===== config.mk =====
export PLATFORM = sky130hd
export DESIGN_NAME = tx_frame_builder
export DESIGN_NICKNAME = d
export VERILOG_FILES = /design/src/rtl/tx_frame_builder.sv
export SDC_FILE = /design/constraint.sdc
export NUM_CORES = 1
export LEC_CHECK = 0
export BUFFER_PORTS_ARGS = -buffer_cell sky130_fd_sc_hd__buf_4
export CAP_MARGIN = 10
export CORE_UTILIZATION = 35
export DETAILED_ROUTE_END_ITERATION = 16
export SYNTH_ARGS = -nofsm -noshare
export SYNTH_HDL_FRONTEND = slang
export SYNTH_SLANG_ARGS = --single-unit

===== constraint.sdc =====
create_clock -name clk -period 5.38 [get_ports clk]
set_clock_uncertainty 0.05 [all_clocks]
set_input_delay 1.076 -clock clk [delete_from_list [all_inputs] [get_ports clk]]
set_output_delay 1.076 -clock clk [all_outputs]
set_load 0.02 [all_outputs]

===== src/rtl/tx_frame_builder.sv =====
// tx_frame_builder: RMII transmit framer adding preamble/SFD, optional zero pad (TX_PAD_EN), CRC32 FCS and inter-frame gap
module tx_frame_builder #(
  parameter int PREAMBLE_DIBITS   = 32,
  parameter int MIN_PAYLOAD_BYTES = 60,
  parameter int IFG_DIBITS        = 48
) (
  input  logic       clk,
  input  logic       rst,
  input  logic       axiiv,
  input  logic [1:0] axiid,
  output logic       axiir,
  output logic       axiov,
  output logic [1:0] axiod,
  output logic       busy,
  output logic       frame_done
);
  typedef enum logic [2:0] {IDLE, PREAMBLE, PAYLOAD, PAD, FCS, IFG} state_t;
  localparam logic [5:0]  PRE_LAST   = 6'(PREAMBLE_DIBITS - 1);
  localparam logic [5:0]  IFG_LAST   = 6'(IFG_DIBITS - 2);
  localparam logic [13:0] MIN_DIBITS = 14'(MIN_PAYLOAD_BYTES * 4);
  state_t      state_q, state_d, eff;
  logic [5:0]  idx_q, idx_d;
  logic [13:0] cnt_q, cnt_d, cnt_inc;
  logic [31:0] crc_q, crc_d;
  logic        axiov_q, axiov_d, done_q, done_d, pad_req;
  logic [1:0]  axiod_q, axiod_d;
  function automatic logic [31:0] crc2(input logic [31:0] c, input logic [1:0] d);
    logic [31:0] r;
    r = c;
    for (int i = 0; i < 2; i++) r = (r[0] ^ d[i]) ? ((r >> 1) ^ 32'hEDB88320) : (r >> 1);
    return r;
  endfunction
`ifdef TX_PAD_EN
  assign pad_req = cnt_q < MIN_DIBITS;
`else
  logic unused_min;
  assign unused_min = cnt_q < MIN_DIBITS;
  assign pad_req    = 1'b0;
`endif
  assign cnt_inc    = &cnt_q ? cnt_q : cnt_q + 14'd1;
  // The end-of-payload cycle already behaves as PAD/FCS so axiov has no bubble
  assign eff        = (state_q == PAYLOAD && !axiiv) ? (pad_req ? PAD : FCS) : state_q;
  assign axiir      = state_q == PAYLOAD && axiiv;
  assign busy       = state_q != IDLE;
  assign axiov      = axiov_q;
  assign axiod      = axiod_q;
  assign frame_done = done_q;
  // Next-state, counters, CRC and next wire dibit
  always_comb begin
    state_d = state_q;
    idx_d   = idx_q;
    cnt_d   = cnt_q;
    crc_d   = crc_q;
    axiov_d = 1'b0;
    axiod_d = 2'b00;
    done_d  = 1'b0;
    case (eff)
      IDLE: if (axiiv) begin
        state_d = PREAMBLE;
        idx_d   = '0;
        cnt_d   = '0;
        crc_d   = '1;
      end
      PREAMBLE: begin
        axiov_d = 1'b1;
        axiod_d = idx_q == PRE_LAST ? 2'b11 : 2'b01;
        idx_d   = idx_q == PRE_LAST ? 6'd0 : idx_q + 6'd1;
        state_d = idx_q == PRE_LAST ? PAYLOAD : PREAMBLE;
      end
      PAYLOAD: begin
        axiov_d = 1'b1;
        axiod_d = axiid;
        crc_d   = crc2(crc_q, axiid);
        cnt_d   = cnt_inc;
      end
`ifdef TX_PAD_EN
      PAD: begin
        axiov_d = 1'b1;
        crc_d   = crc2(crc_q, 2'b00);
        cnt_d   = cnt_inc;
        state_d = cnt_inc == MIN_DIBITS ? FCS : PAD;
      end
`endif
      FCS: begin
        axiov_d = 1'b1;
        axiod_d = ~crc_q[{idx_q[3:0], 1'b0} +: 2];
        done_d  = idx_q[3:0] == 4'hF;
        idx_d   = done_d ? 6'd0 : idx_q + 6'd1;
        state_d = done_d ? IFG : FCS;
      end
      IFG: begin
        idx_d   = idx_q == IFG_LAST ? 6'd0 : idx_q + 6'd1;
        state_d = idx_q == IFG_LAST ? IDLE : IFG;
      end
      default: state_d = IDLE;
    endcase
  end
  // State and registered pin outputs; reset aborts any frame at once
  always_ff @(posedge clk or posedge rst) begin
    if (rst) begin
      state_q <= IDLE;
      idx_q   <= '0;
      cnt_q   <= '0;
      crc_q   <= '1;
      axiov_q <= 1'b0;
      axiod_q <= 2'b00;
      done_q  <= 1'b0;
    end else begin
      state_q <= state_d;
      idx_q   <= idx_d;
      cnt_q   <= cnt_d;
      crc_q   <= crc_d;
      axiov_q <= axiov_d;
      axiod_q <= axiod_d;
      done_q  <= done_d;
    end
  end
endmodule


==> metrics.md <==
| Metric | Value |
|---|---|
| Post-synth EDFFs | 0 |
| Req. time, crit path | 4.25 ns |
| Root buf cell | clkbuf_8 |
| Worst Path Max Fanout | 45 |
| Placed standard-cell area | 2580 um^2 |
| Antenna fix cells | 0 |
| # hold bufs at CTS | 0 |
| Peak VDD IR | 0.131 mV |
| Via count | 1667 |
| Largest area contributor in the netlist | dfstp_2 |
| CP max stage cell | buf_4 |
| Synth cell count leaders | nor2_1, dfstp_2, o21ai_0, xnor2_1, a21oi_1 |
| Share of layout cells above drive strength 1 | 31.8% |
| Status | finished clean |
| Iteration-0 DRC count of the detailed router | 83 |
| # placed instances | 305 |
| Drt wl/cell | 16.2 um |
| Worst path arrival time | 2.16 ns |
| Pint | 717 uW |
| Global-route wire length before repair | 8650 um |
| Chip Width | 85.2 um |
| Largest family of logic cells by synthesized area | compound AO/OA/AOI/OAI gates |
| Synth area leaders | dfstp_2, dfrtp_1, xnor2_1, mux4_2, nor2_1 |
| Simple logic cell fraction of the synthesized area | 10.6% |
| Drt pass-1 iters | 4 |
| Fin area | 2690 um^2 |
| Sequential share of the synthesized area | 48.1% |
| Transition time of the tightest slew-check pin | 0.645 ns |
| Area of the multi-input gates | 1160 um^2 |
| Worst-path clk slew | 0.08 ns |
| # fillers | 660 |
| Postcts setup bufs | 0 |
| Fin crit share | 61.1% |
| CP Capture Type | output pin |
| H-tree depth | 2 |
| Routed vias/inst | 5.33 |
| Core region area | 6530 um^2 |
| TritonCTS sink count | 45 |
| Critical path launch point type | input port |
| Layout area overhead | 10.8% |
| Post-Syn Nets | 234 |
| Total Routing Usage GR | 15.8% |
| Setup violations, final | 0 |
| Worst path top cell family by delay | buffers and inverters |
| Cts repair resizes | 0 |
| FF+latch count, synth | 45 |
| ANT nets after route | 0 |
| WP buf/inv | 4 |
| Hold Crit Class | reg2reg |
| Yosys cell types | 38 |
| Setup TNS | 0 ns |
| Levels on crit path | 6 |
| Die area | 7270 um^2 |
| Pwr per Cell Area | 411 nW/um^2 |
| Worst hold stages | 2 |
| Total CTS buffers | 5 |
| Compound-Gate Fraction of Synth Area | 15.7% |
| DRC viols | 0 |
| Multiplexer area fraction after synthesis | 8.82% |
| Clock power frac | 22.9% |
| Yosys top cell area share | 34.7% |
| Leakage | 0.00104 uW |
| Post-synth top flop | dfstp_2 |
| CTS tree | yes |
| Rel. slew slack | 56.7% |
| Die H | 85.2 um |
| Crit-path cells | buf_4 > nor3b_4 > buf_4 > nand2_1 > inv_1 > buf_4 |
| Netlist Area Pre-Place | 2420 um^2 |
| Yosys Warn Count | 0 |
| R2r worst-path depth | 4 |
| Routed WL | 5060 um |
| Comb pwr share | 30.7% |
| Synthesized instance count | 226 |
| FMAX | 304 MHz |
| Final #Nets | 243 |
| Rows | 29 |
| Flop pwr share | 46.5% |
| Crit Path Class | in2out |
| Largest net degree at the start of global routing | 46 |
| Post-Synth XOR/XNOR Area | 11.0% |
| Max-cap violations | 0 |
| Hpwl dp | 3370 um |
| Crit path top cell by count | buf_4 |
| Routability cong. | 0.774 |
| CP max stage delay | 0.38 ns |
| Final global-route overflow total | 0 |
| Initial Utilization | 37.1% |
| Async SR Flop Fraction | 100% |
| Vias in the first global route | 1652 |
| Minimum clock period | 3.29 ns |
| FF/Latch Area | 1170 um^2 |
| Worst-Skew Late Latency | 0.31 ns |
| Port Buffers | 10 |
| IO Count | 11 |
| RSZ-0062 raised after global routing | no |
| Switching fraction of total power | 35.1% |
| Worst-case clock buffer depth | 2 |
| Initial antenna violation count | 0 |
| Hold Vio Cnt, Final | 0 |
| Sw Pwr | 388 uW |
| Synth Area per Inst | 10.7 um^2 |
| Top-count cell post-synth | nor2_1 |
| Synth Area in Adders | 1.55% |
| Count of final max-slew check failures | 0 |
| Finished Layout Cells | 313 |
layout make-up:
type	instances	share of cell area [%]
sequential	45	43.4
timing repair buffer	13	3.63
multi-input combinational	156	43.3
inverter	14	1.96
clock buffer	8	4.14
tap	77	3.58
flip-flops by register name (all words and copies together) (netlist names):
signal,flops
crc_q,32
idx_q,6
state_q,3
axiod,2
axiov,1
frame_done,1
metal layers:
metal	GRT usage [%]	vias up	share of wire, %
li1	-	802	-
met4	5.08	0	1.3
met3	3.99	7	5.2
met5	0	-	0
met1	22.7	822	48
met2	23.5	36	45
tightest hold or removal path, stage by stage, from the launching register on:
cell and delay, ns:
dfstp_2 0.38, inv_1 0.05, a31oi_1 0.08
cell usage in the layout, fill, tap and decap left out, types with 2 or more instances in the layout:
cell type / netlist / routed
nor2_1: 34 / 34
dfstp_2: 32 / 32
xnor2_1: 21 / 21
o21ai_0: 21 / 21
a21oi_1: 15 / 15
inv_1: 14 / 13
dfrtp_1: 13 / 13
buf_4: 1 / 13
a31oi_1: 9 / 9
nand2_1: 7 / 7
a21oi_2: 6 / 6
mux4_2: 6 / 6
clkbuf_8: 0 / 6
xor2_4: 3 / 3
a22oi_1: 3 / 3
mux2i_1: 3 / 3
ha_1: 3 / 3
nand3_1: 2 / 2
or4b_2: 2 / 2
nand2b_1: 2 / 2
or3_1: 2 / 2
a211oi_1: 2 / 2
mux2_2: 2 / 2
cell families (layout without fill, tap and decap cells):
kind of cell / count (synthesis) / in the layout
mux: 12 / 12
fa+ha+maj: 3 / 3
flops: 45 / 45
buf+inv: 25 / 35
xor+xnor: 24 / 24
compound gates: 62 / 62
simple gates: 55 / 55
stage by stage:
step / utilization (%) / hold WS (ns) / setup slack (ns) / power [uW]
after floorplan: - / 0.415 / 2.38 / 767
after global placement: 39.4 / 0.435 / 2.10 / 855
after detailed placement: 39.4 / 0.443 / 2.10 / 860
after CTS: 41.1 / 0.454 / 2.09 / 1120
after global routing: 41.1 / 0.482 / 1.98 / 1190
final: 41.1 / 0.456 / 2.09 / 1100
power groups by stage:
stage / logic, uW / clock network [uW] / registers, uW
after floorplan: 296 / 0 / 471
after global placement: 335 / 0 / 519
after detailed placement: 340 / 0 / 520
after CTS: 342 / 260 / 515
after global routing: 383 / 276 / 527
final: 339 / 252 / 513
final timing paths:
kind	start	endpoint	slack [ns]
worst max-delay path	axiiv	axiir	2.09
worst min-delay path	crc_q[19]$_DFFE_PP1P_	crc_q[17]$_DFFE_PP1P_	0.46
worst max register to register	idx_q[1]$_DFFE_PP0P_	idx_q[5]$_DFFE_PP0P_	3.05
min in group asynchronous	rst	axiov$_DFF_PP0_	0.85
max in group asynchronous	rst	crc_q[27]$_DFFE_PP1P_	4.04
worst min register to register	crc_q[19]$_DFFE_PP1P_	crc_q[17]$_DFFE_PP1P_	0.46
Power figures use the tool's default switching activity.
